`src/rtl/ahb_client_arbiter.sv`:
```
// Round-robin arbiter that multiplexes NUM_CH client requests onto one AHB master port.
// Grant registered one cycle after request; clients hold requests until ch_dfb/ch_err; timeout or error parks in ERR until err_clr.
module ahb_client_arbiter #(
  parameter int NUM_CH  = 3,
  parameter int PIX_W   = 20,
  parameter int DATA_W  = 32,
  parameter int TIMEOUT = 255
) (
  input  logic                      clk,
  input  logic                      n_rst,
  input  logic [NUM_CH-1:0]         ch_en,
  input  logic [2*NUM_CH-1:0]       ch_mode,
  input  logic [PIX_W*NUM_CH-1:0]   ch_pixNum,
  input  logic [DATA_W*NUM_CH-1:0]  ch_wdata,
  input  logic [2*NUM_CH-1:0]       ch_size,
  input  logic                      data_feedback,
  input  logic [DATA_W-1:0]         rdata,
  input  logic                      error,
  input  logic                      err_clr,
  output logic [1:0]                mode,
  output logic [PIX_W-1:0]          pixNum,
  output logic [DATA_W-1:0]         wdata,
  output logic [1:0]                size,
  output logic [$clog2(NUM_CH)-1:0] startAddr_sel,
  output logic [NUM_CH-1:0]         ch_dfb,
  output logic [DATA_W-1:0]         ch_rdata,
  output logic [NUM_CH-1:0]         ch_err,
  output logic                      busy,
  output logic                      fault
);
  localparam int SEL_W = $clog2(NUM_CH);
  localparam int CNT_W = $clog2(TIMEOUT + 1);

  typedef enum logic [1:0] {S_IDLE, S_GRANT, S_WAIT, S_ERR} state_t;

  state_t           state;
  logic [SEL_W-1:0] rr_ptr;
  logic [CNT_W-1:0] cnt;
  logic [CNT_W-1:0] cnt_inc;
  logic             tmo;
  logic [NUM_CH-1:0] elig;
  logic             sel_vld;
  logic [SEL_W-1:0] sel_idx;
  logic [SEL_W-1:0] cand;
  logic [SEL_W-1:0] next_ptr;

  // The channel just completed is masked while its ch_dfb is high, so a
  // request the client has not yet withdrawn is not granted a second time.
  always_comb begin
    elig = '0;
    for (int k = 0; k < NUM_CH; k++) begin
      elig[k] = ch_en[k] && !ch_dfb[k] &&
                (ch_mode[2*k +: 2] == 2'b01 || ch_mode[2*k +: 2] == 2'b10);
    end
  end

  // Scanning from the far end lets the lowest offset from rr_ptr win last.
  always_comb begin
    sel_vld = 1'b0;
    sel_idx = '0;
    cand    = '0;
    for (int i = NUM_CH - 1; i >= 0; i--) begin
      cand = SEL_W'((int'(rr_ptr) + i) % NUM_CH);
      if (elig[cand]) begin
        sel_vld = 1'b1;
        sel_idx = cand;
      end
    end
  end

  assign next_ptr = (startAddr_sel == SEL_W'(NUM_CH - 1)) ? '0 : startAddr_sel + SEL_W'(1);
  assign cnt_inc  = (cnt == CNT_W'(TIMEOUT)) ? cnt : cnt + CNT_W'(1);
  assign tmo      = (cnt_inc == CNT_W'(TIMEOUT));

  always_ff @(posedge clk or negedge n_rst) begin
    if (!n_rst) begin
      state         <= S_IDLE;
      rr_ptr        <= '0;
      cnt           <= '0;
      mode          <= 2'b00;
      pixNum        <= '0;
      wdata         <= '0;
      size          <= 2'b00;
      startAddr_sel <= '0;
      ch_dfb        <= '0;
      ch_err        <= '0;
      ch_rdata      <= '0;
      busy          <= 1'b0;
      fault         <= 1'b0;
    end else begin
      ch_dfb <= '0;
      ch_err <= '0;
      case (state)
        S_IDLE: begin
          if (sel_vld) begin
            mode          <= ch_mode[int'(sel_idx)*2 +: 2];
            pixNum        <= ch_pixNum[int'(sel_idx)*PIX_W +: PIX_W];
            wdata         <= ch_wdata[int'(sel_idx)*DATA_W +: DATA_W];
            size          <= ch_size[int'(sel_idx)*2 +: 2];
            startAddr_sel <= sel_idx;
            cnt           <= '0;
            busy          <= 1'b1;
            state         <= S_GRANT;
          end
        end
        S_GRANT: state <= S_WAIT;
        S_WAIT: begin
          // A fault wins over a simultaneous completion.
          if (error || tmo) begin
            ch_err[startAddr_sel] <= 1'b1;
            mode                  <= 2'b00;
            busy                  <= 1'b0;
            fault                 <= 1'b1;
            state                 <= S_ERR;
          end else if (data_feedback) begin
            ch_dfb[startAddr_sel] <= 1'b1;
            ch_rdata              <= rdata;
            mode                  <= 2'b00;
            busy                  <= 1'b0;
            rr_ptr                <= next_ptr;
            state                 <= S_IDLE;
          end else begin
            cnt <= cnt_inc;
          end
        end
        S_ERR: begin
          if (err_clr) begin
            fault  <= 1'b0;
            rr_ptr <= next_ptr;
            state  <= S_IDLE;
          end
        end
        default: state <= S_IDLE;
      endcase
    end
  end
endmodule
```
`config.mk`:
```
export PLATFORM = sky130hd
export DESIGN_NAME = ahb_client_arbiter
export DESIGN_NICKNAME = d
export VERILOG_FILES = /design/src/rtl/ahb_client_arbiter.sv
export SDC_FILE = /design/constraint.sdc
export NUM_CORES = 1
export LEC_CHECK = 0
export ABC_AREA = 1
export CAP_MARGIN = 20
export CORE_MARGIN = 1.5
export CORE_UTILIZATION = 38
export DETAILED_ROUTE_END_ITERATION = 7
export PLACE_DENSITY = 0.86
export SYNTH_ARGS = -nofsm -noshare
export SYNTH_HDL_FRONTEND = slang
export SYNTH_SLANG_ARGS = --single-unit
```
`constraint.sdc`:
```
create_clock -name clk -period 1.95 [get_ports clk]
set_clock_uncertainty 0.05 [all_clocks]
set_input_delay 0.195 -clock clk [delete_from_list [all_inputs] [get_ports clk]]
set_output_delay 0.195 -clock clk [all_outputs]
set_load 0.02 [all_outputs]
```
After elaboration in Yosys (flattened, before gate mapping)

Index checks and enable logic that the tools add are counted.

Reduce and logical (&&, ||, !) cells: 24
Muxes and demuxes: 44
Divide/modulo/power cells: 3
Eq/ne operators: 19
Add/sub/neg operators: 4
$lt $le $gt $ge: 5
Multipliers: 1
Bitwise logic cells: 1
Shift-type cells: 4

Operators with widths:

| cell                                                    | count |
|---|---|
| indexed part select 96 x 8 -> 32 bit                    | 1 |
| remainder unit 32 x 3 -> 32 bit (second input constant) | 2 |
| indexed part select 60 x 8 -> 20 bit                    | 1 |
| remainder unit 3 x 3 -> 32 bit (second input constant)  | 1 |
| two-way mux 8 bit                                       | 4 |
| two-way mux 2 bit                                       | 13 |
| equality test 8 bit (second input constant)             | 2 |
| one-hot mux 8 bit (2 select lines)                      | 1 |
| two-way mux 3 bit                                       | 5 |
| equality test 2 bit (second input constant)             | 6 |
| < comparator 2 x 3 -> 1 bit (second input constant)     | 4 |
| two-way mux 1 bit                                       | 12 |
| inequality test 2 bit (second input constant)           | 6 |
| AND reduction 3 bit                                     | 4 |
| indexed part select 6 x 4 -> 2 bit                      | 2 |
| adder 8 x 1 -> 8 bit (second input constant)            | 1 |
| equality test 2 x 1 -> 1 bit (second input constant)    | 4 |
| one-hot mux 2 bit (2 select lines)                      | 2 |
| one-hot mux 2 bit (4 select lines)                      | 1 |
| AND reduction 4 bit                                     | 2 |
| logical AND 1 bit                                       | 7 |
| binary-select mux 1 bit (select 2 bit)                  | 3 |
| multiplier 2 x 3 -> 5 bit (second input constant)       | 1 |
| logical OR 1 bit                                        | 4 |
| 12 further kinds                                        | 16 |

Bits of input ports: 208
Flip-flop bits (word level): 110
Logic and storage cells: 118

Depth between registers and ports, before layout

Gate-level depths: netlist of run 1.

Depth after elaboration: 11
Gate-level depth with buffers: 17
Mapped depth without buffers: 16

Worst setup path after synthesis of run 1

OpenSTA, ideal clock, no wires.

Path type: register to register
Start point: reg rr_ptr[0]
End point: reg pixNum[13]
Cell stages (with the launch flop): 15
Required time: 1.776 ns
Clock period less this slack: 2.003 ns
Slack: -0.053 ns
Arrival: 1.829 ns
Path through: dfrtp_1 inv_1 ha_1 inv_1 nand2_1 o21ai_1 inv_1 o21ai_0 nor2_1 nand2_1 nand2_4 buf_6 buf_6 a21oi_1 nand2_1

Word-level cells in the longest chain between the ends: 9
Elaborated cells on any way between the ends: 20

Ends and longest elaborated chain:

| element                                 | RTL line | text |
|---|---|---|
| start, declared                         | 37       | `logic [SEL_W-1:0] rr_ptr;` |
| start signal, assigned                  | 120      | `rr_ptr <= next_ptr;` |
| start signal, assigned                  | 129      | `rr_ptr <= next_ptr;` |
| adder 2 x 2 -> 3 bit                    | 63       | `cand = SEL_W'((int'(rr_ptr) + i) % NUM_CH);` |
| remainder unit 32 x 3 -> 32 bit         | 63       |  |
| binary-select mux 1 bit (select 2 bit)  | 64       | `if (elig[cand]) begin` |
| two-way mux 1 bit (implied by the code) | 64       |  |
| two-way mux 2 bit (3 in series)         | 64       |  |
| multiplier 2 x 3 -> 5 bit               | 97       | `pixNum <= ch_pixNum[int'(sel_idx)*PIX_W +: PIX_W];` |
| indexed part select 60 x 8 -> 20 bit    | 97       |  |
| end signal, assigned                    | 97       |  |
| end, declared                           | 21       | `output logic [PIX_W-1:0] pixNum,` |

Several ways; a longest one is shown, not always the timed one. The select of a mux whose other input is x is not followed.
A chain may end at the register's enable or synchronous reset.

Worst setup path after layout of run 1

Start point: reg rr_ptr[1]
End point: reg wdata[4]

Word-level cells in the longest chain between the ends: 8
Elaborated cells on any way between the ends: 19

Ends and longest elaborated chain:

| element                                                                     | RTL line | text |
|---|---|---|
| adder 2 x 2 -> 3 bit                                                        | 63       |  |
| remainder unit 32 x 3 -> 32 bit                                             | 63       |  |
| binary-select mux 1 bit (select 2 bit)                                      | 64       |  |
| two-way mux 1 bit (implied by the code)                                     | 64       |  |
| two-way mux 2 bit or two-way mux 1 bit (tied branches) (3 in series)        | 64       |  |
| indexed part select 96 x 8 -> 32 bit or AND reduction 2 bit (tied branches) | -        |  |
| end signal, assigned                                                        | 98       | `wdata <= ch_wdata[int'(sel_idx)*DATA_W +: DATA_W];` |
| end, declared                                                               | 22       | `output logic [DATA_W-1:0] wdata,` |

Several ways; a longest one is shown, not always the timed one. The select of a mux whose other input is x is not followed.

==> flow_summary.json, run 1 <==
{
  "r2r_setup_slack_ns": -0.22,
  "clkSlewWorstSetupHoldPaths_ns": 0.08,
  "postSynthRegisterBits": 110,
  "routed_wire_length_um": 25400,
  "cts_tree": "done",
  "fp-row-count": 47,
  "layout.cells.non_filler": 1410,
  "nets_in_the_synthesized_netlist": 1036,
  "ctsLongestPathBuffers": 2,
  "leading_register_cell_type_out_of_synthesis": "dfrtp_1",
  "grt-ovfl-total": 0,
  "final.min_clock_period_ns": 2.17,
  "status": "finished, violations left",
  "avgRoutedWirePerCell_um": 18.0,
  "synth_seq_area_share_pct": 43.1,
  "yosys_warnings": 0,
  "tightestPinTransition_ns": 0.537,
  "timing_hold_violations_final": 0,
  "final_net_count": 1396,
  "fin_crit_sh_pct": 111,
  "gp_congestion": 0.844,
  "worstSetupStartpointType": "flop",
  "worst_slew_margin_relative_to_its_limit_pct": 64.0,
  "post-place-cells": 1355,
  "synth_cell_types": 38,
  "yosysTopAreaCellShare_pct": 43.1,
  "die_h_um": 133,
  "cts.htree.levels": 3,
  "final_layout_size_suffix_gt1_share_pct": 26.4,
  "clkSinkCount": 110,
  "clock_tree.root_cell": "clkbuf_16",
  "multi_input_area_um2": 3590,
  "total_leakage_power_nw": 5.37,
  "filler_cell_count": 1208,
  "post_synth_instance_area_um2": 6390,
  "number_of_global_route_vias_before_repair": 7249,
  "max_clock_freq_mhz": 462,
  "yosysTopAreaCell": "dfrtp_1",
  "drc": 0,
  "initial_drt_pass_iterations": 7,
  "r2r_end": "wdata[4]",
  "rsz0062_at_grt": "true",
  "clock_insertion_delay_worst_skew_ns": 0.35,
  "numPortBuffers": 305,
  "count_of_antenna_violating_nets_left_after_detailed_routing": 0,
  "register_area_um2": 2750,
  "post-place-ws_ns": -0.399,
  "floorplan.die.width_um": 133,
  "antennaDiodeCount": 0,
  "viasPerCell": 5.14,
  "cell_depth_of_the_worst_flop_to_flop_path": 13,
  "synth.area.top_cells": "dfrtp_1 (43%), nand2_1 (10%), inv_1 (6.9%), a21oi_1 (6.7%), nand3_1 (4.5%)",
  "cts-buffers-inserted": 9,
  "vias": 7242,
  "yosys.cell_count.top_type": "nand2_1",
  "gr-usage-all-layers_pct": 27.7,
  "worst_setup_path_end_kind": "flop",
  "start_util_pct": 38.7,
  "area_growth_syn_to_layout_pct": 84.3,
  "maxCapViolations": 0,
  "coreArea_um2": 16500,
  "async_flop_share_pct": 100,
  "violations": "setup timing",
  "post-route-worst-setup-slack_ns": -0.215,
  "worst_ep_arrival_time_ns": 2.38,
  "worst_hold_slack_ns": 0.170,
  "drtIter0Drc": 383,
  "rr_startpoint": "rr_ptr[1]",
  "timing.hold.worst.class": "input pin to async pin",
  "synth_cells": 825,
  "report.final.slew_viol_count": 0,
  "finish.utilization_pct": 71.3,
  "antenna_found_initial": 2,
  "grt_start_max_net_pins": 59,
  "syn_area_per_cell_um2": 7.75,
  "synth_edf_count": 0,
  "setup_viol": 107,
  "grt_first_pass_wirelength_um": 37900,
  "timing.critical_path.required_ns": 2.16,
  "yosys-top-cells-count": "nand2_1 (172), inv_1 (118), dfrtp_1 (110)",
  "critPathMaxFanout": 10,
  "peak_supply_drop_v": 0.00108,
  "pwr_density_cell_nw_per_um2": 1890,
  "die-area_um2": 17600,
  "pin_count": 306,
  "place_hpwl_um": 16000,
  "worst-setup-path-type": "flop to flop"
}
-- cells in the final DEF, fill, tap and decap left out, types with 3 or more instances in the layout --
cell type	count
clkbuf_16	15
clkdlybuf4s50_1	304
nor2_4	14
o21ai_4	6
o21a_1	3
nor2_2	30
nand3_1	49
buf_6	14
nand3_2	10
a21oi_2	30
inv_4	3
o22ai_2	3
o21ai_2	31
buf_16	14
buf_8	5
nand2_2	25
buf_12	15
nor2_1	34
inv_1	112
inv_2	8
nand2_1	146
ha_4	3
dfrtp_1	109
nand2_4	35
nand3b_1	32
buf_4	33
o211ai_1	21
a21oi_1	53
-- layout make-up --
| cell class | instances | share of cell area (%) |
|---|---|---|
| clock inverter | 7 | 0.616 |
| inverter | 125 | 4.22 |
| timing repair buffer | 392 | 37.1 |
| tap | 220 | 2.34 |
| clock buffer | 9 | 1.91 |
| multi-input combinational | 547 | 30.5 |
| sequential | 110 | 23.4 |
-- worst max path at each step --
stage                     from          to  slack [ns]  cells after the start
floorplan            rr_ptr[0]  pixNum[13]        0.03                     14
global route         rr_ptr[1]    wdata[3]       -0.30                     12
detailed placement  ch_mode[3]  pixNum[13]       -0.40                     13
CTS                  rr_ptr[1]     size[1]       -0.14                     12
global placement    ch_mode[3]   wdata[23]       -0.29                     13
finish               rr_ptr[1]    wdata[4]       -0.22                     13
-- state kept, by name (all words and copies together), names as in the netlist --
name           flops
rr_ptr             2
state              2
startAddr_sel      2
cnt                8
ch_dfb             3
ch_rdata          32
busy               1
size               2
ch_err             3
wdata             32
fault              1
pixNum            20
mode               2
-- cell families (layout without fill, tap and decap cells) --
family,after synthesis,in the layout,share of synthesized area (%)
compound gates,157,157,15.2
buf+inv,168,533,12.3
flops,110,110,43.1
xor+xnor,2,2,0.274
fa+ha+maj,3,3,0.587
simple gates,385,385,28.6
-- per-stage QoR --
step                cell area [um2]  setup TNS [ns]  power (mW)
floorplan                      6400               0        10.9
global placement               9920          -15.05        15.6
detailed placement             9920          -21.77        15.9
CTS                           11300           -7.01        20.8
global route                  11800          -25.34        23.5
finish                        11800          -15.02        22.2
-- layer usage --
layer  share of wire (%)  routed length, um  track usage, %  vias up
met2                  51              12900            50.0      376
li1                    -                  -               -     3360
met5               0.095                 24               0        -
met1                  37               9500            31.9     3440
met4                 3.3                833            9.95        4
met3                 8.3               2110            6.63       62
-- where the power goes --
group / switching (mW) / internal (mW)
sequential: 0.854 / 3.37
clock: 0.913 / 1.00
combinational: 8.49 / 7.61
-- critical path, cell delays in order, from the launching register on --
cell     delay [ns]
dfrtp_2        0.44
ha_4           0.31
inv_4          0.05
o21ai_2        0.12
inv_2          0.07
o21ai_2        0.14
nor2_2         0.08
nand2_4        0.10
nand2_8        0.10
buf_8          0.19
inv_8          0.10
buf_12         0.15
nor2_1         0.04
a21oi_1        0.14
-- timing repair --
action	in CTS	in global routing
resized for setup	126	112
buffers inserted	18	1
pin swaps	8	19
endpoints found under the setup margin	102	110
hold buffers	1	0
endpoints found under the hold margin	110	0
cloned	14	7
(Power assumes the default switching activity.)
==> inputs of run 2 (changes only) <==
--- a/config.mk
+++ b/config.mk
@@ -7,10 +7,13 @@
 export LEC_CHECK = 0
 export ABC_AREA = 1
 export CAP_MARGIN = 20
+export CELL_PAD_IN_SITES_DETAIL_PLACEMENT = 0
+export CELL_PAD_IN_SITES_GLOBAL_PLACEMENT = 1
 export CORE_MARGIN = 1.5
-export CORE_UTILIZATION = 38
+export CORE_UTILIZATION = 31
 export DETAILED_ROUTE_END_ITERATION = 7
-export PLACE_DENSITY = 0.86
+export GPL_ROUTABILITY_DRIVEN = 0
+export PLACE_DENSITY = 0.94
 export SYNTH_ARGS = -nofsm -noshare
 export SYNTH_HDL_FRONTEND = slang
 export SYNTH_SLANG_ARGS = --single-unit
==> constraint.sdc (replaced) <==
create_clock -name clk -period 2.6 [get_ports clk]
set_clock_uncertainty 0.05 [all_clocks]
set_input_delay 0.26 -clock clk [delete_from_list [all_inputs] [get_ports clk]]
set_output_delay 0.26 -clock clk [all_outputs]
set_load 0.02 [all_outputs]
==> flow_summary.json, run 2 (synthesis results as in run 1) <==
{
  "status": "completed",
  "antenna_found_initial": 0,
  "cts-buffers-inserted": 9,
  "worst_slew_margin_relative_to_its_limit_pct": 53.4,
  "crit_top_cell": "nand2_1",
  "worst_ep_arrival_time_ns": 2.53,
  "max_clock_freq_mhz": 426,
  "cts_tree": "done",
  "critPathMaxFanout": 20,
  "die_h_um": 147,
  "vias": 6437,
  "coreArea_um2": 20200,
  "peak_supply_drop_v": 0.00101,
  "timing_hold_violations_final": 0,
  "final_layout_size_suffix_gt1_share_pct": 11.3,
  "die-area_um2": 21500,
  "hold_path.startpoint": "rdata[3]",
  "finish.utilization_pct": 50.0,
  "maxCapViolations": 0,
  "floorplan.die.width_um": 147,
  "report.final.slew_viol_count": 0,
  "worst-setup-path-type": "flop to flop",
  "layout.cells.most_common_list": "clkdlybuf4s50_1 (304), nand2_1 (172), inv_1 (118)",
  "final_net_count": 1338,
  "timing.hold.worst.class": "input pin to flop",
  "area_growth_syn_to_layout_pct": 58.2,
  "fp-row-count": 52,
  "grt_first_pass_wirelength_um": 33700,
  "drtIter0Drc": 335,
  "clkSinkCount": 110,
  "initial_drt_pass_iterations": 4,
  "numPortBuffers": 305,
  "tightestPinTransition_ns": 0.699,
  "total_leakage_power_nw": 4.73,
  "start_util_pct": 31.6,
  "rr_startpoint": "rr_ptr[0]",
  "cpPeakStageDelay_ns": 0.41,
  "number_of_global_route_vias_before_repair": 6600,
  "worst_setup_path_end_kind": "flop",
  "rsz0062_at_grt": "true",
  "reg.largest.list": "ch_rdata x32, wdata x32, pixNum x20",
  "min_path_cells": 3,
  "place_hpwl_um": 16000,
  "crit_path_start": "rr_ptr[0]",
  "setup_viol": 0,
  "gr-usage-all-layers_pct": 19.8,
  "viasPerCell": 4.59,
  "pin_count": 306,
  "post-route-worst-setup-slack_ns": 0.252,
  "worstSetupStartpointType": "flop",
  "grt-ovfl-total": 0,
  "crit_path_cell_trace": "inv_1, ha_1, inv_1, nand2_1, nand3_1, o21ai_0, nor2_1, nand2_1, nand2_4, buf_4, nor2_1, a21oi_1, nand2_1",
  "avgRoutedWirePerCell_um": 14.9,
  "drc": 0,
  "count_of_antenna_violating_nets_left_after_detailed_routing": 0,
  "pwr_density_cell_nw_per_um2": 1280,
  "timing.critical_path.required_ns": 2.78,
  "routed_wire_length_um": 20900,
  "clock_tree.root_cell": "clkbuf_16",
  "cell_depth_of_the_worst_flop_to_flop_path": 13,
  "totalPowerFinal_mw": 13.0,
  "post-place-ws_ns": 0.193,
  "final.min_clock_period_ns": 2.35,
  "antennaDiodeCount": 0,
  "layout_commonest_cell": "clkdlybuf4s50_1",
  "crit_slowest_cell": "dfrtp_1",
  "clock_insertion_delay_worst_skew_ns": 0.35,
  "fin_crit_sh_pct": 90.3,
  "grt_start_max_net_pins": 51,
  "cts.htree.levels": 3,
  "filler_cell_count": 1953,
  "clkSlewWorstSetupHoldPaths_ns": 0.08,
  "ctsLongestPathBuffers": 2
}
==> run 2: per-layer routing <==
metal  share of wire [%]  vias up  global-route usage (%)
li1                    -     3219                       -
met1                  41     2932                    23.9
met2                  49      259                    34.3
met3                 7.5       27                    5.25
met4                 2.1        0                    6.36
met5                   0        -                       0
==> run 2: area by class of cell <==
class / count / area [um2] / area share [%]
Timing Repair Buffer: 334 / 3370 / 33.3
Multi-Input combinational cell: 547 / 2850 / 28.2
Sequential cell: 110 / 2750 / 27.2
Inverter: 125 / 469 / 4.64
Tap cell: 270 / 338 / 3.34
Clock buffer: 11 / 243 / 2.40
Clock inverter: 5 / 88.8 / 0.879
==> run 2: path summary, 6_finish.rpt <==
kind | slack, ns | endpoint
min | 0.41 | ch_rdata[3]
max in group asynchronous | 1.33 | wdata[31]
max reg2reg | 0.25 | pixNum[5]
min reg2reg | 0.43 | ch_rdata[1]
max | 0.25 | pixNum[5]
min in group asynchronous | 0.44 | ch_rdata[24]
==> run 2: stage by stage <==
step / cell area, um2 / TNS, ns / hold slack [ns] / std cells
floorplan: 6390 / 0 / -0.0856 / 825
global placement: 9760 / 0 / 0.291 / 1385
detailed placement: 9760 / 0 / 0.302 / 1385
CTS: 10100 / 0 / 0.395 / 1402
global route: 10100 / -0.123 / 0.404 / 1402
finish: 10100 / 0 / 0.409 / 1402
==> run 2: critical path: cells and delay by family (launching register included) <==
kind / cells / cell delay [ns]
buffers and inverters: 3 / 0.46
flip-flops: 1 / 0.41
adder cells (fa/ha/maj): 1 / 0.34
AND/OR/NAND/NOR: 7 / 0.72
AO/OA/AOI/OAI: 2 / 0.23
==> run 2: power breakdown <==
part | internal (mW) | switching (mW) | total [mW]
Combinational | 3.55 | 4.84 | 8.40
Clock | 0.885 | 0.672 | 1.56
Sequential | 2.53 | 0.491 | 3.02
Total | 6.97 | 6.01 | 13.0
==> run 2: what timing repair did <==
item / 4_1_cts / 5_1_grt
endpoints found under the hold margin: 48 / 0
resized for setup: 0 / 2
setup buffers: 0 / 0
hold buffers: 1 / 0
endpoints found under the setup margin: 0 / 9
